**src/rtl/hb_burst_driver_if.sv**
```systemverilog
`default_nettype none
// ============================================================================
// Module   : hb_burst_driver_if
// Purpose  : Handshake, configuration and gate-drive bundle between the
//            register block (master) and the H-bridge burst driver (slave).
// Signals  : start/abort          - burst request / immediate termination
//            half_period          - clocks per half drive cycle (incl. dead)
//            dead_time            - all-off clocks at each half-cycle start
//            n_cycles             - full A+B drive cycles per burst
//            damp_len             - brake clocks after the burst, 0 = none
//            hlh/hll/hrh/hrl      - gate drives, active-high
//            busy/done/err        - status back to the register block
// Revision : 1.0 - initial release
// ============================================================================
interface hb_burst_driver_if #(
    parameter int HP_W = 8,
    parameter int DT_W = 4,
    parameter int NC_W = 8,
    parameter int DM_W = 8
);
    logic            start;
    logic            abort;
    logic [HP_W-1:0] half_period;
    logic [DT_W-1:0] dead_time;
    logic [NC_W-1:0] n_cycles;
    logic [DM_W-1:0] damp_len;
    logic            hlh;
    logic            hll;
    logic            hrh;
    logic            hrl;
    logic            busy;
    logic            done;
    logic            err;

    modport master (
        output start, abort, half_period, dead_time, n_cycles, damp_len,
        input  hlh, hll, hrh, hrl, busy, done, err
    );

    modport slave (
        input  start, abort, half_period, dead_time, n_cycles, damp_len,
        output hlh, hll, hrh, hrl, busy, done, err
    );
endinterface
`default_nettype wire

```
**src/rtl/hb_burst_driver.sv**
```systemverilog
`default_nettype none
// ============================================================================
// Module   : hb_burst_driver
// Purpose  : H-bridge transmit ping burst generator. Produces n_cycles full
//            A/B drive cycles of half_period clocks each, with dead_time
//            all-off clocks at the start of every half cycle, followed by an
//            optional brake interval (dead_time off, then damp_len brake).
// Ports    : clk  - system clock (HSOSC)
//            rst  - asynchronous active-low reset
//            bus  - slave side of hb_burst_driver_if (handshake, config,
//                   registered gate drives and status)
// Revision : 1.0 - initial release
// ============================================================================
module hb_burst_driver #(
    parameter int HP_W = 8,
    parameter int DT_W = 4,
    parameter int NC_W = 8,
    parameter int DM_W = 8
) (
    input  logic              clk,
    input  logic              rst,
    hb_burst_driver_if.slave  bus
);

    // Common width for half-period/dead-time comparisons, one bit wider so
    // the incremented count can never alias.
    localparam int HW = ((HP_W > DT_W) ? HP_W : DT_W) + 1;
    localparam int CW = NC_W + 1;
    localparam int MW = DM_W + 1;

    // Gate codes packed as {hlh, hll, hrh, hrl}
    localparam logic [3:0] c_GATES_OFF   = 4'b0000;
    localparam logic [3:0] c_GATES_A     = 4'b1001;
    localparam logic [3:0] c_GATES_B     = 4'b0110;
    localparam logic [3:0] c_GATES_BRAKE = 4'b0101;

    typedef enum logic [2:0] {
        ST_IDLE    = 3'd0,
        ST_DEAD    = 3'd1,
        ST_DRIVE_A = 3'd2,
        ST_DRIVE_B = 3'd3,
        ST_DAMP    = 3'd4,
        ST_FIN     = 3'd5
    } state_t;

    // Which section the current DEAD interval precedes
    typedef enum logic [1:0] {
        SEC_A    = 2'd0,
        SEC_B    = 2'd1,
        SEC_DAMP = 2'd2
    } sec_t;

    state_t          state_q,   state_d;
    sec_t            sec_q,     sec_d;
    logic [HP_W-1:0] hp_q,      hp_d;
    logic [DT_W-1:0] dt_q,      dt_d;
    logic [NC_W-1:0] nc_q,      nc_d;
    logic [DM_W-1:0] dm_q,      dm_d;
    logic [HP_W-1:0] hp_cnt_q,  hp_cnt_d;
    logic [NC_W-1:0] cyc_cnt_q, cyc_cnt_d;
    logic [DM_W-1:0] dm_cnt_q,  dm_cnt_d;
    logic [3:0]      gates_q,   gates_d;
    logic            busy_q,    busy_d;
    logic            done_q,    done_d;
    logic            err_q,     err_d;

    logic [HW-1:0]   w_hp_inc;
    logic            w_hp_end;
    logic            w_dead_end;
    logic            w_cyc_last;
    logic            w_dm_last;
    logic            w_cfg_ok;

    // Terminal-count tests are made on the current count before it is
    // incremented, so no counter ever has to wrap.
    assign w_hp_inc   = HW'(hp_cnt_q) + HW'(1);
    assign w_hp_end   = (w_hp_inc == HW'(hp_q));
    assign w_dead_end = (w_hp_inc == HW'(dt_q));
    assign w_cyc_last = ((CW'(cyc_cnt_q) + CW'(1)) == CW'(nc_q));
    assign w_dm_last  = ((MW'(dm_cnt_q) + MW'(1)) == MW'(dm_q));
    assign w_cfg_ok   = (HW'(bus.half_period) > HW'(bus.dead_time));

    // First state of a section: its dead interval, or straight into the
    // active part when dead time is zero.
    function automatic state_t enter_state(input sec_t sec, input logic dt_zero);
        state_t s;
        if (!dt_zero)             s = ST_DEAD;
        else if (sec == SEC_DAMP) s = ST_DAMP;
        else if (sec == SEC_A)    s = ST_DRIVE_A;
        else                      s = ST_DRIVE_B;
        return s;
    endfunction

    always_comb begin
        state_d   = state_q;
        sec_d     = sec_q;
        hp_d      = hp_q;
        dt_d      = dt_q;
        nc_d      = nc_q;
        dm_d      = dm_q;
        hp_cnt_d  = hp_cnt_q;
        cyc_cnt_d = cyc_cnt_q;
        dm_cnt_d  = dm_cnt_q;
        err_d     = 1'b0;

        case (state_q)
            ST_IDLE: begin
                // Abort together with start cancels the request outright.
                if (bus.start && !bus.abort) begin
                    if (w_cfg_ok) begin
                        hp_d      = bus.half_period;
                        dt_d      = bus.dead_time;
                        nc_d      = bus.n_cycles;
                        dm_d      = bus.damp_len;
                        hp_cnt_d  = '0;
                        cyc_cnt_d = '0;
                        dm_cnt_d  = '0;
                        if (bus.n_cycles != '0) begin
                            sec_d   = SEC_A;
                            state_d = enter_state(SEC_A, bus.dead_time == '0);
                        end else if (bus.damp_len != '0) begin
                            sec_d   = SEC_DAMP;
                            state_d = enter_state(SEC_DAMP, bus.dead_time == '0);
                        end else begin
                            state_d = ST_FIN;
                        end
                    end else begin
                        err_d = 1'b1;
                    end
                end
            end

            ST_DEAD: begin
                if (bus.abort) begin
                    state_d = ST_FIN;
                end else begin
                    // The dead clocks are part of the half period, so the
                    // half-period count keeps running through them.
                    hp_cnt_d = hp_cnt_q + HP_W'(1);
                    if (w_dead_end) begin
                        if (sec_q == SEC_DAMP)   state_d = ST_DAMP;
                        else if (sec_q == SEC_A) state_d = ST_DRIVE_A;
                        else                     state_d = ST_DRIVE_B;
                    end
                end
            end

            ST_DRIVE_A: begin
                if (bus.abort) begin
                    state_d = ST_FIN;
                end else if (w_hp_end) begin
                    hp_cnt_d = '0;
                    sec_d    = SEC_B;
                    state_d  = enter_state(SEC_B, dt_q == '0);
                end else begin
                    hp_cnt_d = hp_cnt_q + HP_W'(1);
                end
            end

            ST_DRIVE_B: begin
                if (bus.abort) begin
                    state_d = ST_FIN;
                end else if (w_hp_end) begin
                    hp_cnt_d = '0;
                    if (w_cyc_last) begin
                        if (dm_q != '0) begin
                            dm_cnt_d = '0;
                            sec_d    = SEC_DAMP;
                            state_d  = enter_state(SEC_DAMP, dt_q == '0);
                        end else begin
                            state_d = ST_FIN;
                        end
                    end else begin
                        cyc_cnt_d = cyc_cnt_q + NC_W'(1);
                        sec_d     = SEC_A;
                        state_d   = enter_state(SEC_A, dt_q == '0);
                    end
                end else begin
                    hp_cnt_d = hp_cnt_q + HP_W'(1);
                end
            end

            ST_DAMP: begin
                if (bus.abort || w_dm_last) begin
                    state_d = ST_FIN;
                end else begin
                    dm_cnt_d = dm_cnt_q + DM_W'(1);
                end
            end

            ST_FIN: begin
                state_d = ST_IDLE;
            end

            default: begin
                state_d = ST_IDLE;
            end
        endcase
    end

    // Outputs are decoded from the next state and registered, so the gate
    // flops always match the state they belong to and no input reaches a
    // gate combinationally.
    always_comb begin
        gates_d = c_GATES_OFF;
        case (state_d)
            ST_DRIVE_A: gates_d = c_GATES_A;
            ST_DRIVE_B: gates_d = c_GATES_B;
            ST_DAMP:    gates_d = c_GATES_BRAKE;
            default:    gates_d = c_GATES_OFF;
        endcase
        busy_d = (state_d != ST_IDLE) && (state_d != ST_FIN);
        done_d = (state_d == ST_FIN);
    end

    // Asynchronous reset drops the gates immediately.
    always_ff @(posedge clk or negedge rst) begin
        if (!rst) begin
            state_q   <= ST_IDLE;
            sec_q     <= SEC_A;
            hp_q      <= '0;
            dt_q      <= '0;
            nc_q      <= '0;
            dm_q      <= '0;
            hp_cnt_q  <= '0;
            cyc_cnt_q <= '0;
            dm_cnt_q  <= '0;
            gates_q   <= c_GATES_OFF;
            busy_q    <= 1'b0;
            done_q    <= 1'b0;
            err_q     <= 1'b0;
        end else begin
            state_q   <= state_d;
            sec_q     <= sec_d;
            hp_q      <= hp_d;
            dt_q      <= dt_d;
            nc_q      <= nc_d;
            dm_q      <= dm_d;
            hp_cnt_q  <= hp_cnt_d;
            cyc_cnt_q <= cyc_cnt_d;
            dm_cnt_q  <= dm_cnt_d;
            gates_q   <= gates_d;
            busy_q    <= busy_d;
            done_q    <= done_d;
            err_q     <= err_d;
        end
    end

    assign bus.hlh  = gates_q[3];
    assign bus.hll  = gates_q[2];
    assign bus.hrh  = gates_q[1];
    assign bus.hrl  = gates_q[0];
    assign bus.busy = busy_q;
    assign bus.done = done_q;
    assign bus.err  = err_q;

endmodule
`default_nettype wire
```
**src/flat_wrapper.sv**
```systemverilog
// flat-port wrapper written by rule: the top's interface ports become plain ports
module hb_burst_driver_flat 
#(
    parameter int HP_W = 8,
    parameter int DT_W = 4,
    parameter int NC_W = 8,
    parameter int DM_W = 8
)
  (clk, rst, bus_start, bus_abort, bus_half_period, bus_dead_time, bus_n_cycles, bus_damp_len, bus_hlh, bus_hll, bus_hrh, bus_hrl, bus_busy, bus_done, bus_err);
  hb_burst_driver_if #(.HP_W(HP_W), .DT_W(DT_W), .NC_W(NC_W), .DM_W(DM_W)) bus_i ();
  input  logic clk;
  input  logic rst;
  input wire logic [$bits(bus_i.start)-1:0] bus_start;
  input wire logic [$bits(bus_i.abort)-1:0] bus_abort;
  input wire logic [$bits(bus_i.half_period)-1:0] bus_half_period;
  input wire logic [$bits(bus_i.dead_time)-1:0] bus_dead_time;
  input wire logic [$bits(bus_i.n_cycles)-1:0] bus_n_cycles;
  input wire logic [$bits(bus_i.damp_len)-1:0] bus_damp_len;
  output wire logic [$bits(bus_i.hlh)-1:0] bus_hlh;
  output wire logic [$bits(bus_i.hll)-1:0] bus_hll;
  output wire logic [$bits(bus_i.hrh)-1:0] bus_hrh;
  output wire logic [$bits(bus_i.hrl)-1:0] bus_hrl;
  output wire logic [$bits(bus_i.busy)-1:0] bus_busy;
  output wire logic [$bits(bus_i.done)-1:0] bus_done;
  output wire logic [$bits(bus_i.err)-1:0] bus_err;
  assign bus_i.start = bus_start;
  assign bus_i.abort = bus_abort;
  assign bus_i.half_period = bus_half_period;
  assign bus_i.dead_time = bus_dead_time;
  assign bus_i.n_cycles = bus_n_cycles;
  assign bus_i.damp_len = bus_damp_len;
  assign bus_hlh = bus_i.hlh;
  assign bus_hll = bus_i.hll;
  assign bus_hrh = bus_i.hrh;
  assign bus_hrl = bus_i.hrl;
  assign bus_busy = bus_i.busy;
  assign bus_done = bus_i.done;
  assign bus_err = bus_i.err;
  hb_burst_driver #(.HP_W(HP_W), .DT_W(DT_W), .NC_W(NC_W), .DM_W(DM_W)) u_core (.clk(clk), .rst(rst), .bus(bus_i));
endmodule
```
**config.mk**
```make
export PLATFORM = sky130hd
export DESIGN_NAME = hb_burst_driver_flat
export DESIGN_NICKNAME = d
export VERILOG_FILES = /design/src/rtl/hb_burst_driver_if.sv /design/src/rtl/hb_burst_driver.sv /design/src/flat_wrapper.sv
export SDC_FILE = /design/constraint.sdc
export NUM_CORES = 1
export LEC_CHECK = 0
export ABC_AREA = 1
export BUFFER_PORTS_ARGS = -buffer_cell sky130_fd_sc_hd__buf_2
export CAP_MARGIN = 20
export CORE_AREA = 2 2 98 100
export CTS_CLUSTER_DIAMETER = 80
export DETAILED_ROUTE_END_ITERATION = 10
export DIE_AREA = 0 0 100 102
export MAX_ROUTING_LAYER = met4
export PLACE_DENSITY = 0.67
export SLEW_MARGIN = 20
export SYNTH_ARGS = -nofsm -noshare
export SYNTH_HDL_FRONTEND = slang
export SYNTH_SLANG_ARGS = --single-unit
```
**constraint.sdc**
```tcl
create_clock -name clk -period 6.65 [get_ports clk]
set_clock_uncertainty 0.1 [all_clocks]
set_input_delay 0.3325 -clock clk [delete_from_list [all_inputs] [get_ports clk]]
set_output_delay 0.3325 -clock clk [all_outputs]
set_load 0.005 [all_outputs]
```
-- Word level (Yosys, flattened, before mapping)
Cells that the tools add are included.
- register bits: 64
- bits of input ports: 32
- output and inout port bits: 7
- word-level logic and storage cells: 122
- add/sub/neg operators: 6
- magnitude comparators: 1
- equal/unequal tests: 28
- mux-type cells: 52
- reduce and logical (&&, ||, !) cells: 22
- operators by type and width (operator ; count):
    8-bit two-way mux ; 13
    3-bit two-way mux ; 16
    8-bit case mux with 3 select lines ; 2
    8-bit by 1-bit adder with 9-bit output (second input constant) ; 3
    9-bit by 8-bit == test with 1-bit output ; 3
    2-bit two-way mux ; 13
    8-bit by 1-bit adder with 8-bit output (second input constant) ; 3
    8-bit nonzero test ; 3
    8-bit case mux with 2 select lines ; 1
    3-bit case mux with 5 select lines ; 1
    3-bit by 2-bit == test with 1-bit output (second input constant) ; 4
    2-bit by 1-bit inequality test with 1-bit output (second input constant) ; 6
    2-bit inequality test (second input constant) ; 6
    4-bit case mux with 3 select lines ; 1
    3-bit nonzero test ; 4
    3-bit == test (second input constant) ; 3
    9-bit by 4-bit == test with 1-bit output ; 1
    9-bit AND reduction ; 1
    8-bit by 4-bit > comparator with 1-bit output ; 1
    4-bit logical NOT ; 2
    8-bit AND reduction ; 1
    3-bit inequality test (second input constant) ; 2
    2-bit case mux with 3 select lines ; 1
    6-bit AND reduction ; 1
    13 further kinds ; 17

-- Longest topological paths before layout
- word-level depth: 9
- depth in mapped cells: 17

-- Worst setup path before layout
OpenSTA, ideal clock, no wires.
- path type: register -> register
- start point: register u_core.hp_cnt_q[1]
- end point: register u_core.dm_cnt_q[3]
- data arrival time: 1924 ps
- slack: 4508 ps
- cell stages (with the launch flop): 16
- buffers on the path: 1
- clock period less this slack: 2142 ps
- cells stage by stage: dfrtp_1 ha_1 inv_1 nand2_1 nand2_1 nor2_1 nand4_1 nor2_1 nand3_2 nand2_2 inv_2 nor2_8 nand4_4 buf_6 nand2_1 o21ai_2
- cells in the longest elaborated chain, start to end: 4
- RTL lines (item ; line ; RTL):
    start, declared ; hb_burst_driver.sv:59 ; logic [HP_W-1:0] hp_cnt_q, hp_cnt_d;
    start signal, assigned ; hb_burst_driver.sv:239 ; hp_cnt_q <= hp_cnt_d;
    8-bit by 1-bit adder with 9-bit output ; hb_burst_driver.sv:76 ; assign w_hp_inc = HW'(hp_cnt_q) + HW'(1);
    9-bit by 8-bit == test with 1-bit output ; hb_burst_driver.sv:77 ; assign w_hp_end = (w_hp_inc == HW'(hp_q));
    2-bit by 1-bit inequality test with 1-bit output (no line) ; -- ;
    8-bit AND reduction (no line) ; -- ;
    end signal, assigned ; hb_burst_driver.sv:241 ; dm_cnt_q <= dm_cnt_d;
    end, declared ; hb_burst_driver.sv:61 ; logic [DM_W-1:0] dm_cnt_q, dm_cnt_d;
No other way between the ends.
A chain may end at the register's enable or synchronous reset.

-- Worst setup path in the final report
- start point: register u_core.state_q[0]
- end point: register u_core.busy_q (netlist: u_core.bus.busy)
- elaborated cells on any way between the ends: 18
- those cells by class: 5 x eq/ne; 10 x mux; 3 x reduce/logical
- RTL lines (item ; line ; RTL):
    start, declared ; hb_burst_driver.sv:53 ; state_t state_q, state_d;
    start signal, assigned ; hb_burst_driver.sv:233 ; state_q <= state_d;
    3-bit == test, or another cell as far along ; hb_burst_driver.sv:106 ; case (state_q)
    3-bit case mux with 5 select lines (*) ; hb_burst_driver.sv:106 ;
    net u_core.state_d[1] ; hb_burst_driver.sv:53 ;
    3-bit inequality test or 3-bit nonzero test (tied branches) ; hb_burst_driver.sv:212 ; busy_d = (state_d != ST_IDLE) && (state_d != ST_FIN);
    1-bit logical AND (*) ; hb_burst_driver.sv:212 ;
    net u_core.busy_d ; hb_burst_driver.sv:63 ; logic busy_q, busy_d;
    end signal, assigned ; hb_burst_driver.sv:243 ; busy_q <= busy_d;
    end, declared ; hb_burst_driver.sv:63 ;
The timed path passes the listed nets; every way through them passes the cells marked *.

==> impl.org <==
** Outcome
- Status :: completed

** STA
- Adding up every negative setup slack in the final design gives 0 ns.
- Max frequency :: roughly 330 MHz
- The clock period could shrink to ~3.0 ns.
- For the pin with the worst max-slew slack, the measured transition is 1.011 ns.
- The number of pins exceeding their max-slew limit in the final report came to 0.
- Setup repair after global routing left no endpoint under its margin.
- Setup violations remaining at the end of the flow were counted as 0.
- Normalized max-slew margin :: 0.3252
- The number of failing hold endpoints at the final stage came to 0.
- Period Utilization, post-route :: 0.4544

** Finish
- Layout Area Growth over Synthesis :: 13.20%
- 0 antenna diodes ended up in the layout.
- Of the cells placed in the final design, the portion with a size suffix greater than 1 is 0.1348.
- Summing all multi-input logic gate instances after layout gives 2041 µm².
- The sequential cells in the finished layout cover a total of approximately 1600 µm².
- Summing all non-filler instances in the final layout gives an area of 4538 µm².
- Filler Cells Inserted :: ~910
- Once layout is complete, the utilization of the core stands at 0.4982.
- For this run, the post-layout net count is between 600 and 700.

** GRT
- Wire length of the first global-routing pass :: roughly 16000 µm
- The number of global-route vias before repair is around 3500.
- Total grt overflow :: 0
- Maximum number of pins on one net before global-route repair :: 65
- Gr usage total :: 0.2094
- The initial antenna violation count came to 0.

** Yosys
- For this run, the leading register cell type out of synthesis is dfrtp_1.
- Area fraction in compound gates after synthesis :: 0.1017
- Number of warnings issued by yosys :: 0
- Xor/xnor share of the synthesized area :: 0.02310
- Of all flip-flops after synthesis, the portion carrying an async set or reset was 1.000.
- Proportion of synthesized area in mux cells :: 0
- The mapped netlist covers ~4000 µm².
- Synth Net Count :: between 600 and 700
- Register bit total from synthesis :: 64
- Area share of the leading cell type in the synthesized netlist :: 0.3995
- After technology mapping, the gate count stands at roughly 580.
- In the post-synthesis netlist, the biggest area contributors are dfrtp_1 (40%), nand2_1 (16%), inv_1 (7.8%).
- By area, the combinational part of the netlist is dominated by simple AND/OR/NAND/NOR gates.
- Sequential fraction of the synthesis area :: 0.3995
- Cell taking the most area after synthesis :: dfrtp_1
- Post-synth EDFFs :: 0
- Counting distinct cell types in the post-synthesis netlist gives 31.
- Simple logic cell fraction of the synthesized area :: 0.3624
- Post-Synth Adder-Cell Area :: 0.02185
- Avg Synthesized Cell Area :: just under 7 µm²

** Routing
- In this run, the number of DRC markers left after iteration 0 of detailed routing was 191.
- Initial DRT Pass Iterations :: 5
- Via count normalized by instance count :: between 5 and 6
- Vias :: between 3000 and 4000
- After detailed routing, the total wire length is between 9000 and 10000 µm.
- WL per Instance :: 12.84 µm
- For this run, design rule violations remaining after detail routing come to 0.
- Detail Route Antenna Nets :: 0

** Setup path
- Required time of the worst setup path :: around 7 ns
- The worst setup path is launched from a register.
- Data arrives at the worst endpoint at around 3.2 ns.
- Of all nets on the critical path, the largest fanout is about 40.
- Reg2reg setup slack :: between 3 and 4 ns
- The endpoint identified for the worst register-to-register timing path is u_core.bus.busy.
- Launch point of the worst path :: u_core.state_q[0]
- STA classifies the critical path endpoint as a register.
- WS Path Type :: reg -> reg
- Register-to-Register Path Depth :: 11
- In this run the worst setup path terminates at u_core.bus.busy.
- Beginning of the worst register-to-register path :: u_core.state_q[0]

** Die
- Row count :: 35
- The die is about 100 µm wide.
- Core outline area :: roughly 9100 µm²
- For this configuration, the core starts out at a cell density of 0.4401.
- In this run the count of I/O pins placed on the die edge is 39.
- The die is between 100 and 150 µm tall.
- The die covers 10200 µm².

** Hold path
- The path class of the tightest hold or removal check is in -> async.

** Clock tree
- TritonCTS built the clock tree.
- In this run, CTS created clock tree buffers numbering 9.
- Clock Pin Slew Worst Setup and Hold Paths :: 0.07 ns
- Clock latency on the worst-skew pair, taken at its later pin, is approximately 0.36 ns.
- Clock tree synthesis found a total of 64 sinks.
- Hold repair after CTS inserted 0 buffers.
- The tree is rooted in a clkbuf_8.
- Deepest clock path buffer count :: 2
- Number of setup buffers added after CTS :: 0
- Post-cts sizing count :: 0
- # H-tree levels :: 3

** Power and ir drop
- IR analysis of the VDD net gives a maximum drop of 0.0001726 V.
- Summed over all cells, the static leakage comes to around 2.3 nW.
- Overall power consumption after layout is estimated at between 0.0015 and 0.002 W.
- Power per unit of standard cell area :: roughly 350 nW/µm²

** Placed design
- Placed Instance Area :: between 4000 and 5000 µm²
- Buffers placed on the I/O ports in this run total 38.
- The HPWL after detailed placement is just over 7000 µm.
- Placer congestion estimate :: roughly 0.91

** Run
- Maximum capacitance violations :: 0
-- cell usage after synthesis (3+ instances only) --
cell	number
o21ai_1	3
a21oi_1	5
o22ai_1	10
xor2_1	4
nand2_2	10
nand4_1	13
nor2_2	3
clkbuf_1	4
dfrtp_1	64
ha_1	7
nand2_1	176
nor3_1	5
o21ai_2	10
inv_2	3
nand3_1	57
o21ai_0	39
inv_1	83
nor2_1	60
xnor2_1	4
-- sequential cells by signal (all words and copies together) (netlist names) --
| signal | flops |
|---|---|
| u_core.cyc_cnt_q | 8 |
| u_core.dm_cnt_q | 8 |
| u_core.dm_q | 8 |
| u_core.hp_cnt_q | 8 |
| u_core.hp_q | 8 |
| u_core.nc_q | 8 |
| u_core.dt_q | 4 |
| u_core.gates_q | 4 |
| u_core.state_q | 3 |
| u_core.sec_q | 2 |
| u_core.bus.busy | 1 |
| u_core.bus.done | 1 |
| u_core.bus.err | 1 |
-- where the power goes --
part,internal [W],switching (W),leakage [nW]
Combinational,0.000202,0.000396,1.33
Clock,0.000249,0.000157,0.110
Sequential,0.000500,0.0000811,0.839
Total,0.000951,0.000634,2.28
-- cells by family (layout without fill, tap and decap cells) --
family / count (synthesis) / in the layout
AO/OA/AOI/OAI: 70 / 70
XOR/XNOR: 9 / 9
adder cells (fa/ha/maj): 7 / 7
buffers and inverters: 94 / 141
flip-flops: 64 / 64
AND/OR/NAND/NOR: 332 / 332
-- final cells by class --
cell class | count | share of cell area
Multi-Input combinational cell | 418 | 0.4497
Sequential cell | 64 | 0.3529
Inverter | 86 | 0.07113
Timing Repair Buffer | 39 | 0.04356
Tap cell | 111 | 0.03060
Clock buffer | 11 | 0.02895
Clock inverter | 5 | 0.02316
-- through the flow --
stage                     setup slack (ns)  hold WS (ns)  std cells
final                                3.629       0.03372        734
after global routing                 3.189       0.09903        734
after CTS                            3.639       0.07008        734
after detailed placement             3.463        0.3826        718
after global placement               3.561        0.3733        718
after floorplan                      4.508      -0.06309        576
-- per-layer routing --
layer	part of all wire	wire (µm)	track usage	up-vias
li1	-	-	-	1916
met1	0.48	4531	0.2694	1718
met2	0.46	4371	0.3306	80
met3	0.038	360	0.04378	15
met4	0.017	161	0.07376	0
met5	0	0	-	-
-- worst min-delay path by stage --
stage / start / end / cells after the start
5_1_grt: bus_n_cycles[1] / u_core.nc_q[1] / 3
2_1_floorplan: rst / u_core.bus.busy / 0
6_report: rst / u_core.hp_cnt_q[1] / 2
4_1_cts: rst / u_core.hp_cnt_q[1] / 2
3_3_place_gp: u_core.sec_q[1] / u_core.sec_q[1] / 2
3_5_place_dp: u_core.sec_q[1] / u_core.sec_q[1] / 2
-- placed cells by master (no fill, tap or decap), types with 3 or more instances in the layout --
cell / count
nor3_1: 5
xnor2_1: 4
nand3_1: 57
o21ai_2: 10
o21ai_0: 39
inv_1: 83
bufinv_16: 3
nand4_1: 13
xor2_1: 4
o22ai_1: 10
nor2_1: 60
clkbuf_8: 9
inv_2: 3
nand2_2: 10
dfrtp_1: 64
ha_1: 7
nand2_1: 176
buf_2: 38
o21ai_1: 3
nor2_2: 3
a21oi_1: 5
-- worst max-delay path, stage by stage (launching register included) --
cell and delay [ns]:
dfrtp_1 0.42, nor2_1 0.14, inv_1 0.11, nor2_1 0.20
inv_1 0.12, nor2_1 0.13, nand2_1 0.32, inv_1 0.86
nand3_1 0.16, nand3_1 0.21, o21ai_0 0.11, nand2_1 0.06
Note: power is estimated with default switching activity, not from simulation.
